===== src/rtl/serial_divider.sv =====
// Radix-2 restoring divider, one quotient bit per cycle, with start/done handshake.
// Define DIVIDER_SIGNED_EN for two's-complement operands (truncating toward zero).
module serial_divider #(
  parameter int WIDTH = 10
) (
  input  logic             clk,
  input  logic             rst_ni,
  input  logic             start_i,
  input  logic [WIDTH-1:0] dividend_i,
  input  logic [WIDTH-1:0] divisor_i,
  output logic [WIDTH-1:0] quotient_o,
  output logic [WIDTH-1:0] remainder_o,
  output logic             busy_o,
  output logic             done_o,
  output logic             div_by_zero_o
);

  localparam int CW = $clog2(WIDTH + 1);

  localparam logic [1:0] IDLE   = 2'd0;
  localparam logic [1:0] DIVIDE = 2'd1;
  localparam logic [1:0] DONE   = 2'd2;

  localparam logic [CW-1:0] CNT_FIN = CW'(WIDTH);

  logic [1:0]       state;
  logic [CW-1:0]    cnt;
  logic [WIDTH:0]   p;
  logic [WIDTH-1:0] q;
  logic [WIDTH-1:0] d;
  logic             zero_div;

  logic [WIDTH:0]   p_shift;
  logic [WIDTH:0]   p_diff;
  logic             take;
  logic [WIDTH-1:0] mag_a;
  logic [WIDTH-1:0] mag_b;

`ifdef DIVIDER_SIGNED_EN
  logic neg_q;
  logic neg_r;

  assign mag_a = dividend_i[WIDTH-1] ? -dividend_i : dividend_i;
  assign mag_b = divisor_i[WIDTH-1]  ? -divisor_i  : divisor_i;
`else
  assign mag_a = dividend_i;
  assign mag_b = divisor_i;
`endif

  function automatic logic [WIDTH-1:0] fix_q(input logic [WIDTH-1:0] v);
`ifdef DIVIDER_SIGNED_EN
    return neg_q ? -v : v;
`else
    return v;
`endif
  endfunction

  function automatic logic [WIDTH-1:0] fix_r(input logic [WIDTH-1:0] v);
`ifdef DIVIDER_SIGNED_EN
    return neg_r ? -v : v;
`else
    return v;
`endif
  endfunction

  // One restoring step: shift the next dividend bit into the partial remainder.
  assign p_shift = {p[WIDTH-1:0], q[WIDTH-1]};
  assign p_diff  = p_shift - {1'b0, d};
  assign take    = (p_shift >= {1'b0, d});

  assign busy_o = (state != IDLE);
  assign done_o = (state == DONE);

  always_ff @(posedge clk or negedge rst_ni) begin
    if (!rst_ni) begin
      state         <= IDLE;
      cnt           <= '0;
      p             <= '0;
      q             <= '0;
      d             <= '0;
      zero_div      <= 1'b0;
      quotient_o    <= '0;
      remainder_o   <= '0;
      div_by_zero_o <= 1'b0;
`ifdef DIVIDER_SIGNED_EN
      neg_q         <= 1'b0;
      neg_r         <= 1'b0;
`endif
    end else begin
      case (state)
        IDLE: begin
          if (start_i) begin
            p             <= '0;
            q             <= mag_a;
            d             <= mag_b;
            zero_div      <= (divisor_i == '0);
            div_by_zero_o <= 1'b0;
            // A zero divisor skips the iterations and goes straight to the result step.
            cnt           <= (divisor_i == '0) ? CNT_FIN : '0;
            state         <= DIVIDE;
`ifdef DIVIDER_SIGNED_EN
            neg_q         <= dividend_i[WIDTH-1] ^ divisor_i[WIDTH-1];
            neg_r         <= dividend_i[WIDTH-1];
`endif
          end
        end
        DIVIDE: begin
          if (cnt == CNT_FIN) begin
            if (zero_div) begin
              quotient_o    <= '1;
              remainder_o   <= fix_r(q);
              div_by_zero_o <= 1'b1;
            end else begin
              quotient_o    <= fix_q(q);
              remainder_o   <= fix_r(p[WIDTH-1:0]);
            end
            state <= DONE;
          end else begin
            p   <= take ? p_diff : p_shift;
            q   <= {q[WIDTH-2:0], take};
            cnt <= cnt + 1'b1;
          end
        end
        DONE: begin
          state <= IDLE;
        end
        default: begin
          state <= IDLE;
        end
      endcase
    end
  end

endmodule


===== config.mk =====
export PLATFORM = sky130hd
export DESIGN_NAME = serial_divider
export DESIGN_NICKNAME = d
export VERILOG_FILES = /design/src/rtl/serial_divider.sv
export SDC_FILE = /design/constraint.sdc
export NUM_CORES = 1
export LEC_CHECK = 0
export CORE_MARGIN = 2
export CORE_UTILIZATION = 30
export CTS_BUF_LIST = sky130_fd_sc_hd__clkbuf_2
export DETAILED_ROUTE_END_ITERATION = 8
export DONT_BUFFER_PORTS = 1
export HOLD_SLACK_MARGIN = 0.05
export PLACE_DENSITY_LB_ADDON = 0.1
export SKIP_CTS_REPAIR_TIMING = 1
export SYNTH_ARGS = -nofsm -noshare
export SYNTH_HDL_FRONTEND = slang
export SYNTH_SLANG_ARGS = --single-unit

===== constraint.sdc =====
create_clock -name clk -period 5.2 [get_ports clk]
set_clock_uncertainty 0.1 [all_clocks]
set_input_delay 1.04 -clock clk [delete_from_list [all_inputs] [get_ports clk]]
set_output_delay 1.04 -clock clk [all_outputs]
set_load 0.01 [all_outputs]

* After elaboration in Yosys (flattened, before gate mapping) *
Cells that the tools add are included.

cells by class
  $add $sub $neg = 2
  multipliers = 0
  divide/modulo/power cells = 0
  magnitude comparators = 1
  equality and inequality tests = 7
  shift-type cells = 0
  multiplexer cells = 20
  bitwise operators = 0
  reductions and logical operators = 9

operators by type and width
  cell                                                  number
  two-way mux 10 bit                                    7
  case mux 10 bit (2 select lines)                      2
  two-way mux 4 bit                                     3
  greater-or-equal comparator 11 x 10 -> 1 bit          1
  logical NOT 10 bit                                    1
  subtractor 10 bit                                     1
  inequality test 2 bit (second input constant)         4
  case mux 4 bit (2 select lines)                       1
  AND reduction 2 bit                                   3
  adder 4 x 1 -> 4 bit (second input constant)          1
  equality test 4 bit (second input constant)           1
  two-way mux 2 bit                                     2
  case mux 2 bit (2 select lines)                       1
  AND reduction 4 bit                                   1
  nonzero test 2 bit                                    2
  two-way mux 1 bit                                     3
  AND reduction 3 bit                                   1
  equality test 2 x 1 -> 1 bit (second input constant)  1
  equality test 2 bit (second input constant)           1
  logical NOT 2 bit                                     1
  case mux 1 bit (2 select lines)                       1

storage, ports and cells
  flip-flop bits (word level) = 58
  bits in latches = 0
  memory bits (writable) = 0
  ROM bits = 0
  input port bits = 23
  word-level logic and storage cells = 48
  memories = 0

* Longest topological paths before layout *
Gate-level depths: netlist of run 1.

  depth after elaboration = 4
  depth in mapped cells = 10

* Worst setup path after synthesis of run 1 *
No wires, ideal clock.

  path kind = register to register
  from = register p[1]
  to = register p[5]
  library setup time = 123 ps
  data arrival time = 1,808 ps
  required time = 4,977 ps
  slack = 3,170 ps
  cell stages (with the launch flop) = 8
  path buffers = 0
  path through = dfrtp_1 > ha_1 > o211ai_1 > a21oi_2 > o2111ai_4 > a41oi_4 > mux2i_1 > o2bb2ai_1

on the way
  word-level cells in the longest chain between the ends = 4
  elaborated cells on any way between the ends = 5
  those cells by class = 1 x add/sub; 1 x order compare; 3 x mux

ends and longest elaborated chain
  item                                                                                      RTL line  RTL
  start: declaration                                                                        28        logic [WIDTH:0] p;
  start signal: assignment                                                                  119       p <= take ? p_diff : p_shift;
  subtractor 10 bit / greater-or-equal comparator 11 x 10 -> 1 bit (equally long branches)  68, 69
  two-way mux 10 bit *                                                                      119
  two-way mux 10 bit *                                                                      108       if (cnt == CNT_FIN) begin
  case mux 10 bit (2 select lines) *                                                        90        case (state)

Mark *: on every way between the ends. The rest lies on a longest branch, timed or not. The select of a mux whose other input is x is not followed.
A chain may end at the register's enable or synchronous reset.

* Worst setup path after layout of run 1 *
  from = register q[9]
  to = register p[5]

on the way
  word-level cells in the longest chain between the ends = 4
  elaborated cells on any way between the ends = 5
  those cells by class = 1 x add/sub; 1 x order compare; 3 x mux

ends and longest elaborated chain
  item                                                                                      RTL line  RTL
  start: declaration                                                                        29        logic [WIDTH-1:0] q;
  start signal: assignment                                                                  94        q <= mag_a;
  start signal: assignment                                                                  120       q <= {q[WIDTH-2:0], take};
  subtractor 10 bit / greater-or-equal comparator 11 x 10 -> 1 bit (equally long branches)  68, 69
  two-way mux 10 bit *                                                                      119
  two-way mux 10 bit *                                                                      108
  case mux 10 bit (2 select lines) *                                                        90

Marks and branches as above.

==> results of run 1 <==
-- worst max path at each step --
stage | end | slack, ns | cells after the start
2_1_floorplan | p[5] | 3.17 | 7
3_3_place_gp | p[9] | 2.73 | 3
3_5_place_dp | p[9] | 2.68 | 3
4_1_cts | busy_o | 2.81 | 2
5_1_grt | p[5] | 2.64 | 8
6_report | p[5] | 2.84 | 8
-- state kept, by name (all words and copies together), names as in the netlist, 2 cells and up --
signal / count
quotient_o: 10
cnt: 4
remainder_o: 10
d: 10
p: 10
q: 10
state: 2
-- area by class of cell --
type                       count  area share [%]
clock inverter                 7            3.07
inverter                      15            1.71
multi-input combinational    226            43.6
sequential                    58            44.0
tap                          133            5.04
clock buffer                   9            1.36
timing repair buffer           3            1.29
-- per-stage QoR --
step | hold WS (ns) | cells | total power, mW
after global routing | 0.0501 | 451 | 2.76
after CTS | 0.0291 | 450 | 2.52
after detailed placement | 0.372 | 434 | 2.16
after global placement | 0.375 | 434 | 2.15
final | 0.132 | 451 | 2.49
after floorplan | 0.350 | 314 | 1.89
-- layout by cell type (no fill, tap or decap), types with 2 or more instances in the layout --
cell type and count:
nor2b_1 2, dfrtp_1 58, nand2b_1 3, nand4_1 4
buf_4 2, inv_1 15, and2_1 3, a21oi_1 29
o21ai_1 18, clkbuf_2 9, clkinv_4 2, xnor2_1 3
nor3_1 3, bufinv_16 2, o21ai_0 12, ha_1 12
nor2_1 38, clkinvlp_4 2, xor2_1 6, nand2_1 33
o211ai_1 2, o311ai_1 2, nand3_1 10, nor4_1 2
mux2i_1 26
-- logic make-up (layout without fill, tap and decap cells) --
| logic type | after synthesis | after routing | share of synthesized area (%) |
|---|---|---|---|
| adder cells (fa/ha/maj) | 13 | 13 | 5.65 |
| buffers and inverters | 30 | 34 | 4.20 |
| flip-flops | 58 | 58 | 48.2 |
| AO/OA/AOI/OAI | 74 | 74 | 15.2 |
| AND/OR/NAND/NOR | 104 | 104 | 15.5 |
| XOR/XNOR | 9 | 9 | 2.62 |
| multiplexers | 26 | 26 | 8.64 |
-- metal layers --
layer  track usage [%]  up-vias  part of all wire [%]
met4              4.34        0                  0.70
met5                 0        -                     0
li1                  -     1088                     -
met2              22.1       50                    45
met1              19.5      996                    50
met3              3.95        6                   4.3
-- power breakdown --
group / switching [mW] / total, mW / internal, mW
clock network: 0.192 / 0.354 / 0.162
registers: 0.230 / 0.903 / 0.674
logic: 0.699 / 1.23 / 0.536
total: 1.12 / 2.49 / 1.37
-- critical path, stage by stage, from the launching register on --
cell and delay (ns):
dfrtp_1 0.53, inv_1 0.08, ha_1 0.21, nand2b_1 0.17, a21oi_2 0.22, o2111ai_4 0.20, a41oi_4 0.40, mux2i_1 0.26
o2bb2ai_1 0.09
==> results.md, run 1 <==
* Worst r2r path cells at 8
* Core area at 9770 um2
* DRC viols at 0
* Io pins at 46
* Post-route ant nets at 0
* Reg2reg setup slack at 2.84 ns
* Nets at 349
* Clk sinks at 58
* # port buffers at 0
* Max Clock Freq at 424 MHz
* Yosys reg bits at 58
* Clock transition at the registers of the reported paths at 0.20 ns
* Layout cells sized above 1 at 8.81%
* Top cells by count, synth: 58 x dfrtp_1, 38 x nor2_1, 33 x nand2_1
* Crit-path max FO at 8
* Worst Setup Slack post-DPL at 2.68 ns
* Total area of sequential cells at 1450 um2
* Pwr Density at 755 nW/um2
* Async S/R FF share, synth at 100%
* CP endpoint kind: register
* Final worst slack at 2.84 ns
* TritonCTS buffer count at 9
* Syn nets at 350
* GP Congestion at 0.771
* Critical Setup Path Class: reg2reg
* Pin count of the biggest net entering global routing at 59
* Crit path required time at 5.48 ns
* Worst r2r src: q[9]
* Post-synth top flop: dfrtp_1
* Synthesis Warnings at 0
* Crit path DAT at 2.64 ns
* Outcome: finished, final reports clean
* Number of flops mapped to enable cells by yosys at 0
* HPWL Detailed at 5.13 mm
* Final wirelength at 7.29 mm
* Initial antenna violation count at 0
* Max Root-Sink Buffers at 2
* Latest clock arrival within the worst-skew pair at 0.49 ns
* Vias/cell at 4.75
* Worst VDD drop at 0.253 mV
* First-pass GRT wire length at 12.1 mm
* Fin util at 33.8%
* ANT cells at 0
* Setup TNS at 0 ns
* Fin crit share at 45.4%
* Startpoint Class: register
* Leak at 1.43 nW
* Vias at 2140
* Netlist cell types at 43
* Placement Cell Area at 3130 um2
* Fin area at 3300 um2
* Synth top area cells: dfrtp_1 48%, mux2i_1 8.6%, ha_1 5.0%, a21oi_1 4.8%, nor2_1 4.7%
* Htree depth at 3
* Count leader, synth: dfrtp_1
* Die Ht at 104 um
* CTS Root Cell: clkbuf_2
* Wire length per cell at 16.2 um
* Final hold violation count at 0
* Worst R2R End: p[5]
* Congestion Overflow GR at 0
* Synth top area share at 48.2%
* Syn Area/Cell at 9.59 um2
* Post-route minimum period at 2.36 ns
* Die width at 104 um
* Drt first-iter violations at 91
* Slew Limit Headroom at 36.0%
* CTS tree: done
* Setup violations, final at 0
* Slew Viols, Final at 0
* Initial Utilization at 30.8%
* Total Die Area at 10900 um2
* Dominant cell type by area after synthesis: dfrtp_1
* Max Cap Violations at 0
* Area of the multi-input gates at 1440 um2
* Total track usage at 14.3%
* Syn Inst Count at 314
* Core Rows at 36
* Worst-Margin Slew at 0.960 ns
* Cell area after synthesis at 3010 um2
* Seq/Total Area, Yosys at 48.2%
* Critical path origin: q[9]
* HP Class: in2async
* # fillers at 1018
* DR pass1 iterations at 4
* Via count of the first global-routing pass at 2233
* RSZ-0062 raised after global routing: false
* Layout overhead on the synthesized area at 9.64%
No activity file was read; power rests on OpenSTA's default activity.
==> run 2: changes to the inputs <==
==> constraint.sdc (replaced) <==
create_clock -name clk -period 2.01 [get_ports clk]
set_clock_uncertainty 0.1 [all_clocks]
set_input_delay 0.402 -clock clk [delete_from_list [all_inputs] [get_ports clk]]
set_output_delay 0.402 -clock clk [all_outputs]
set_load 0.01 [all_outputs]
==> results.md, run 2 (synthesized netlist as in run 1, its figures left out) <==
* CTS tree: done
* ANT cells at 0
* Latest clock arrival within the worst-skew pair at 0.49 ns
* Leak at 1.74 nW
* Worst-Margin Slew at 0.395 ns
* Placement Cell Area at 3500 um2
* Post-route ant nets at 0
* Crit path required time at 2.27 ns
* Vias/cell at 4.61
* Most frequent cells in the layout: 57 x dfrtp_1, 41 x buf_4, 38 x nor2_1
* Final wirelength at 7.89 mm
* Worst VDD drop at 0.813 mV
* DRC viols at 0
* Hold Path Sink: zero_div
* Layout overhead on the synthesized area at 30.2%
* Final worst slack at -0.193 ns
* Congestion Overflow GR at 0
* Pin count of the biggest net entering global routing at 59
* Max Cap Violations at 0
* Cell family with most CP delay: compound AO/OA/AOI/OAI gates
* Setup violations, final at 11
* TritonCTS buffer count at 9
* Layout cells sized above 1 at 21.4%
* Dpl cells at 475
* Core area at 9770 um2
* Reg2reg setup slack at -0.19 ns
* RSZ-0062 raised after global routing: true
* Fin area at 3920 um2
* Htree depth at 3
* Max Clock Freq at 454 MHz
* Post-route minimum period at 2.20 ns
* Io pins at 46
* Nets at 414
* Clk sinks at 58
* Max incr delay on CP at 0.47 ns
* Total track usage at 15.3%
* CTS Root Cell: clkbuf_2
* CP endpoint kind: register
* Startpoint Class: register
* Drt first-iter violations at 99
* Number of buffers and inverters on the critical path at 1
* Final hold violation count at 0
* Core Rows at 36
* First-pass GRT wire length at 12.9 mm
* Initial antenna violation count at 0
* Wire length per cell at 15.3 um
* Via count of the first global-routing pass at 2339
* Worst r2r path cells at 8
* Cell Count, Final, Fillers Out at 516
* Clock transition at the registers of the reported paths at 0.18 ns
* Slew Limit Headroom at 73.6%
* Max Root-Sink Buffers at 2
* Die Ht at 104 um
* Fin util at 40.1%
* Failing checks: negative setup slack
* Die width at 104 um
* Total Die Area at 10900 um2
* GP Congestion at 0.823
* Vias at 2377
* DR pass1 iterations at 4
* CP Cell Sequence: ha_4, o211ai_1, a21oi_2, o2111ai_4, a41oi_4, buf_12, mux2i_1, o2bb2ai_1
* Crit path DAT at 2.47 ns
* Fin crit share at 110%
* Crit-path max FO at 8
* Slowest-stage cell, CP: dfrtp_2
* Worst R2R End: p[5]
* # port buffers at 0
* Hold Path Cell Cnt at 3
* Slew Viols, Final at 0
* Post-layout total power at 7.59 mW
* HP Start: divisor_i[6]
* Critical Setup Path Class: reg2reg
* Pwr Density at 1940 nW/um2
* Commonest non-fill, non-tap cell in the layout: dfrtp_1
* HP Class: in2reg
* Initial Utilization at 30.8%
* HPWL Detailed at 5.74 mm
* Outcome: finished, violations left
* Worst r2r src: p[3]
run 2: cell types whose count changed in the layout (fill, tap and decap cells not counted), moves of 2 or more:
cell / change
a21oi_1: -3
a21oi_2: +3
buf_12: +3
buf_4: +39
buf_6: +2
clkinv_2: +3
clkinvlp_4: -2
dlygate4sd3_1: +21
ha_1: -3
ha_4: +3
inv_1: -2
inv_2: +2
run 2: area by class of cell:
cell class / count / area (um2)
well taps: 133 / 166
multi-input cells: 226 / 1510
clock inverters: 6 / 57.6
repair buffers: 68 / 628
fillers: 1006 / 5850
flip-flops and latches: 58 / 1450
clock buffers: 10 / 50.0
inverters: 15 / 56.3
run 2: how the worst max path moves through the flow:
stage | from | end | slack [ns] | cells after the start
finish | p[3] | p[5] | -0.19 | 8
global route | p[3] | p[5] | -0.30 | 8
CTS | p[3] | p[5] | -0.27 | 7
detailed placement | p[3] | p[5] | -0.23 | 7
global placement | p[3] | p[5] | -0.26 | 7
floorplan | q[9] | p[6] | 0.001 | 10
run 2: metal layers:
metal / wire, um / part of all wire, % / vias up / global-route usage (%)
met4: 81 / 1.0 / 0 / 4.63
met1: 3910 / 50 / 1109 / 20.8
met3: 328 / 4.2 / 6 / 6.02
met2: 3570 / 45 / 46 / 22.4
li1: - / - / 1216 / -
met5: 0 / 0 / - / 0
run 2: power breakdown:
group | switching [mW] | total (mW) | internal, mW
clock | 0.460 | 0.745 | 0.285
sequential | 0.533 | 2.28 | 1.75
combinational | 2.25 | 4.57 | 2.32
run 2: tightest hold or removal path: stages:
cell	delay, ns
nor4_1	0.02
nand4_1	0.18
nand2_1	0.07
run 2: metrics by stage:
| stage | TNS [ns] | worst slack [ns] | hold WS (ns) |
|---|---|---|---|
| floorplan | 0 | 0.00126 | 0.00641 |
| global placement | -1.70 | -0.257 | 0.00967 |
| detailed placement | -1.67 | -0.231 | 0.00905 |
| CTS | -2.01 | -0.267 | -0.594 |
| global route | -2.69 | -0.298 | 0.0507 |
| finish | -1.49 | -0.193 | 0.113 |
